<file path="src/rtl/kara_pkg.sv">
// Shared widths, state encoding and partial-product types for the Karatsuba
// recombination stage.
package kara_pkg;

  localparam int HALF = 64;
  localparam int FULL = 2 * HALF;
  localparam int PROD = 4 * HALF;

  typedef enum logic [2:0] {
    IDLE,
    SUB0,
    SUB2,
    ADD_LO,
    ADD_HI,
    DONE
  } state_t;

  typedef logic [FULL+1:0] z1_t;

endpackage

</file>
<file path="src/rtl/kara_combine_128.sv">
// Karatsuba recombination: folds z0, z1, z2 into the 256-bit product by
// time-sharing the parent's 128-bit adder over four arithmetic cycles.
//   state  | meaning
//   IDLE   | waiting for a partial-product set
//   SUB0   | mid = z1 - z0
//   SUB2   | mid = mid - z2
//   ADD_LO | product[191:64] = z0 hi/z2 lo + mid, keep carry
//   ADD_HI | product[255:192] = z2 hi + mid bit 128 + carry, flag err
//   DONE   | product valid, wait for consumer
module kara_combine_128
  import kara_pkg::*;
#(
  parameter int HALF = kara_pkg::HALF
) (
  input  logic                clk,
  input  logic                rst_n,
  input  logic                in_valid,
  output logic                in_ready,
  input  logic [2*HALF-1:0]   z0,
  input  logic [2*HALF-1:0]   z2,
  input  logic [2*HALF+1:0]   z1,
  output logic [2*HALF-1:0]   add_a,
  output logic [2*HALF-1:0]   add_b,
  output logic                add_cin,
  input  logic [2*HALF-1:0]   add_sum,
  input  logic                add_cout,
  output logic                out_valid,
  input  logic                out_ready,
  output logic [4*HALF-1:0]   product,
  output logic                err
);

  localparam int F = 2 * HALF;

  state_t          state, state_next;
  logic [F-1:0]    z0_q, z2_q;
  z1_t             z1_q;
  logic [F-1:0]    mid;
  logic [1:0]      mid_hi;
  logic            c;

  assign in_ready  = (state == IDLE);
  assign out_valid = (state == DONE);

  // Subtraction uses a + ~b + 1; mid_hi tracks the two bits above the adder.
  always_comb begin
    state_next = state;
    add_a      = '0;
    add_b      = '0;
    add_cin    = 1'b0;
    case (state)
      IDLE: if (in_valid) state_next = SUB0;
      SUB0: begin
        add_a      = z1_q[F-1:0];
        add_b      = ~z0_q;
        add_cin    = 1'b1;
        state_next = SUB2;
      end
      SUB2: begin
        add_a      = mid;
        add_b      = ~z2_q;
        add_cin    = 1'b1;
        state_next = ADD_LO;
      end
      ADD_LO: begin
        add_a      = {z2_q[HALF-1:0], z0_q[F-1:HALF]};
        add_b      = mid;
        state_next = ADD_HI;
      end
      ADD_HI: begin
        add_a      = {{HALF{1'b0}}, z2_q[F-1:HALF]};
        add_b      = {{(F-1){1'b0}}, mid_hi[0]};
        add_cin    = c;
        state_next = DONE;
      end
      DONE: if (out_ready) state_next = IDLE;
      default: state_next = IDLE;
    endcase
  end

  always_ff @(posedge clk or negedge rst_n) begin
    if (!rst_n) begin
      state   <= IDLE;
      z0_q    <= '0;
      z1_q    <= '0;
      z2_q    <= '0;
      mid     <= '0;
      mid_hi  <= '0;
      c       <= 1'b0;
      product <= '0;
      err     <= 1'b0;
    end else begin
      state <= state_next;
      case (state)
        IDLE: if (in_valid) begin
          z0_q <= z0;
          z1_q <= z1;
          z2_q <= z2;
        end
        SUB0: begin
          mid    <= add_sum;
          mid_hi <= z1_q[F+1:F] + 2'b11 + {1'b0, add_cout};
        end
        SUB2: begin
          mid    <= add_sum;
          mid_hi <= mid_hi + 2'b11 + {1'b0, add_cout};
        end
        ADD_LO: begin
          product[F+HALF-1:HALF] <= add_sum;
          product[HALF-1:0]      <= z0_q[HALF-1:0];
          c                      <= add_cout;
        end
        ADD_HI: begin
          product[4*HALF-1:F+HALF] <= add_sum[HALF-1:0];
          // Negative/oversized middle term, or a carry past bit 255.
          err <= mid_hi[1] | (|add_sum[F-1:HALF]);
        end
        default: ;
      endcase
    end
  end

endmodule

</file>
<file path="config.mk">
export PLATFORM = sky130hd
export DESIGN_NAME = kara_combine_128
export DESIGN_NICKNAME = d
export VERILOG_FILES = /design/src/rtl/kara_pkg.sv /design/src/rtl/kara_combine_128.sv
export SDC_FILE = /design/constraint.sdc
export NUM_CORES = 1
export LEC_CHECK = 0
export BUFFER_PORTS_ARGS = -buffer_cell sky130_fd_sc_hd__buf_2
export CAP_MARGIN = 15
export CORE_AREA = 2 2 406 408
export DETAILED_ROUTE_END_ITERATION = 10
export DIE_AREA = 0 0 408 410
export PLACE_DENSITY = 0.4
export SLEW_MARGIN = 15
export SYNTH_ARGS = -nofsm -noshare
export SYNTH_HDL_FRONTEND = slang
export SYNTH_SLANG_ARGS = --single-unit
</file>
<file path="constraint.sdc">
create_clock -name clk -period 1.9 [get_ports clk]
set_input_delay 0.285 -clock clk [delete_from_list [all_inputs] [get_ports clk]]
set_output_delay 0.285 -clock clk [all_outputs]
set_load 0.01 [all_outputs]
</file>
==> impl_metrics.yaml <==
outcome:
  outcome: "finished with violations"
  violations: "setup timing"
critical_path:
  endpoint_kind: "output pin"
  path_buf_inv: 4
  crit_top_cell: "buf_4"
  crit_type: "register to output pin"
  critPathTopFamily: "buffers and inverters"
  cp-start-kind: "register"
  crit_chain: "buf_4, clkbuf_16, buf_4, mux2_2, a21oi_1, nor2_1, buf_2"
  worst_path_largest_cell_delay_ns: 0.54
  critPathMaxFanout: 12
  crit-reg2reg-launch: "mid_hi[1]"
  cp_data_arrival_time_ns: 2.56
  cp.required_ns: 1.62
  startpoint: "state[1]"
  slowest_stage: "dfrtp_4"
synthesis:
  syn_area_um2: 35400
  ys.flop_type: "dfrtp_1"
  ys_warn_count: 0
  synth.distinct_cells: 37
  synth_nets: 3859
  async_reset_ff_share_pct: 100
  synthCells: 3338
  yosysSeqAreaShare_pct: 55.0
  ys_seq_elements: 777
  syn_area_per_cell_um2: 10.6
  synth-edff-count: 0
sta:
  max_freq_mhz: 352
  rsz0062_at_grt: "yes"
  period_needed_ns: 2.84
  slew_violations: 0
  finalHoldViolations: 0
  min_period_over_period_pct: 150
  worst_slack_ns: -0.942
  finalClockSkew_ns: 0.0367
  slew_headroom_pct: 37.3
  worst_pin_slew_ns: 0.932
  setup_viol: 831
detailed_routing:
  drt-pass1-iter-count: 5
  drt_iter0_markers: 2023
  ant_nets: 0
  drc: 0
  drt_wl_total_um: 184000
  via_per_inst: 4.46
  num_vias: 33300
  avgRoutedWirePerCell_um: 24.7
power:
  powerDensity_nw_per_um2: 1870
  comb_power_share_pct: 53.1
  intPower_w: 0.0615
  leakage_nw: 26.8
  p_sw_w: 0.0441
  ir_drop_v: 0.000910
  swShare_pct: 41.8
  pwr-share-clk_pct: 17.3
  p_seq_share_pct: 29.6
clocking:
  cts_tree: "yes"
  clock_latency_ns: 0.72
  h-tree-depth: 3
  cts_made_buffers: 98
  cts_num_sinks: 777
  clkTransAtPathRegs_ns: 0.06
  clock_path_buffers: 3
  cts_root_buf: "clkbuf_16"
place:
  dp_cells: 6678
  preCtsSetupSlack_ns: -0.740
  postPlaceCellArea_um2: 45900
  gp_congestion: 0.865
  dp_hpwl_um: 133000
  port_buffers: 1034
global_route:
  grt_pass1_vias: 34600
  groute.usage.overall_pct: 20.7
  overflow: 0
  grt_antenna_before_repair: 35
  grt_max_degree: 87
  grt_pass1_wl_um: 253000
floorplanning:
  die_x_um: 408
  initial_core_util_pct: 21.6
  rows: 149
  die_area_um2: 167000
  core_um2: 163000
  num_io_pins: 1035
  die_h_um: 410
finish:
  area_delta_synth_final_pct: 60.1
  regArea_um2: 19500
  layout.nets: 5709
  fill_cells: 16900
  fin_cells: 7465
  multi_input_area_um2: 15200
  drive_above_1_share_pct: 44.5
  fin_area_um2: 56600
hold_path:
  hold_path.startpoint: "add_sum[88]"
  hp-class: "primary input to register"
flow_run:
  cap_violations: 0
## worst paths after layout
kind	depth (start not counted)	end	slack (ns)
setup / recovery	7	add_a[80]	-0.94
hold / removal	4	product[152]	0.06
setup reg to reg	6	err	-0.69
hold reg to reg	2	product[132]	0.47
max in group asynchronous	3	product[53]	0.88
min in group asynchronous	2	mid[90]	0.09
## routing by layer
layer,routed length (µm),share of wire [%],GRT usage [%],vias up
met2,87500,47,34.1,1182
li1,-,-,-,15100
met4,6510,3.5,7.62,14
met5,83,0.045,0,-
met3,11600,6.3,4.89,269
met1,78700,43,26.4,16800
## metrics by stage
step	hold WS [ns]	power (W)	utilization (%)	TNS (ns)
2_1_floorplan	-0.0106	0.0559	-	-3.62
5_1_grt	0.0183	0.112	34.6	-469.47
4_1_cts	0.00346	0.103	33.8	-336.97
3_3_place_gp	0.239	0.0802	28.1	-121.48
6_report	0.0586	0.106	34.6	-377.45
3_5_place_dp	0.240	0.0805	28.1	-126.29
## what timing repair did
action,in CTS,in global routing
pin swaps,33,38
buffers inserted,42,24
hold buffers,513,0
gates resized for setup,193,167
endpoints found under the hold margin,1040,0
gates cloned,8,18
endpoints found under the setup margin,815,867
## power groups by stage
stage | Clock, W | Sequential [W] | Combinational [W]
2_1_floorplan | 0 | 0.0303 | 0.0256
6_report | 0.0182 | 0.0313 | 0.0561
5_1_grt | 0.0194 | 0.0323 | 0.0601
4_1_cts | 0.0188 | 0.0311 | 0.0533
3_3_place_gp | 0 | 0.0312 | 0.0490
3_5_place_dp | 0 | 0.0312 | 0.0493
## layout make-up
type                       instances  share of cell area [%]
sequential                       777                    34.4
timing repair buffer            1990                    28.1
tap                             2189                    4.84
clock inverter                    30                   0.411
clock buffer                     144                    4.96
antenna                           14                  0.0619
multi-input combinational       2255                    26.8
inverter                          66                   0.438
## tightest hold or removal path: cells and delay by family
family                 cells  cell delay, ns
and+or+nand+nor            2            0.10
buffers and inverters      2            0.32
## Yosys cell counts, drive strengths merged, types with 2 or more instances
library cell	number	area, µm²
dfrtp	777	19400
nand2	764	2870
mux2	547	6160
nor2	327	1230
a21oi	192	961
o21ai	183	916
buf	146	956
clkbuf	94	353
mux2i	94	941
inv	66	248
a221o	65	651
a211oi	32	240
nor4	15	93.8
a22o	11	96.3
nand4	4	25.0
nor3b	3	32.5
ha	2	25.0
nand2b	2	12.5
nor3	2	10.0
## kinds of logic (layout without fill, tap and decap cells)
group	count (synthesis)	after routing	synth area share [%]
other cells	0	14	0
flops	777	777	55.0
mux	641	641	20.1
simple gates	1122	1122	12.2
xor+xnor	1	1	0.0248
fa+ha+maj	2	2	0.0708
compound gates	489	489	8.24
buf+inv	306	2230	4.40
## cells in the final DEF (no fill, tap or decap), types with 9 or more instances in the layout
master,Yosys,routed
nand2_1,764,748
clkbuf_8,0,18
buf_4,17,274
o21ai_0,175,151
mux2_4,0,11
mux2i_1,94,85
o21ai_1,8,23
buf_16,0,15
inv_1,66,66
buf_12,0,96
a211oi_2,0,29
mux2_2,547,536
buf_8,0,15
clkbuf_1,94,28
nor2_2,1,45
buf_6,31,62
o21ai_2,0,9
diode_2,0,14
nor2_4,0,11
dfrtp_1,777,774
clkinv_2,0,18
nor4_1,15,14
a22o_1,11,11
dlygate4sd3_1,0,513
clkbuf_16,0,116
a21oi_1,192,155
nand2_2,0,11
a221o_1,65,64
nor2_1,326,271
a21oi_2,0,33
buf_2,89,996
## flip-flops by register name, indices dropped and copies added, names as in the netlist
name and count:
c 1, err 1, z1_q 130, mid_hi 2
state 3, product 256, mid 128, z0_q 128
z2_q 128
(Power assumes the default switching activity.)
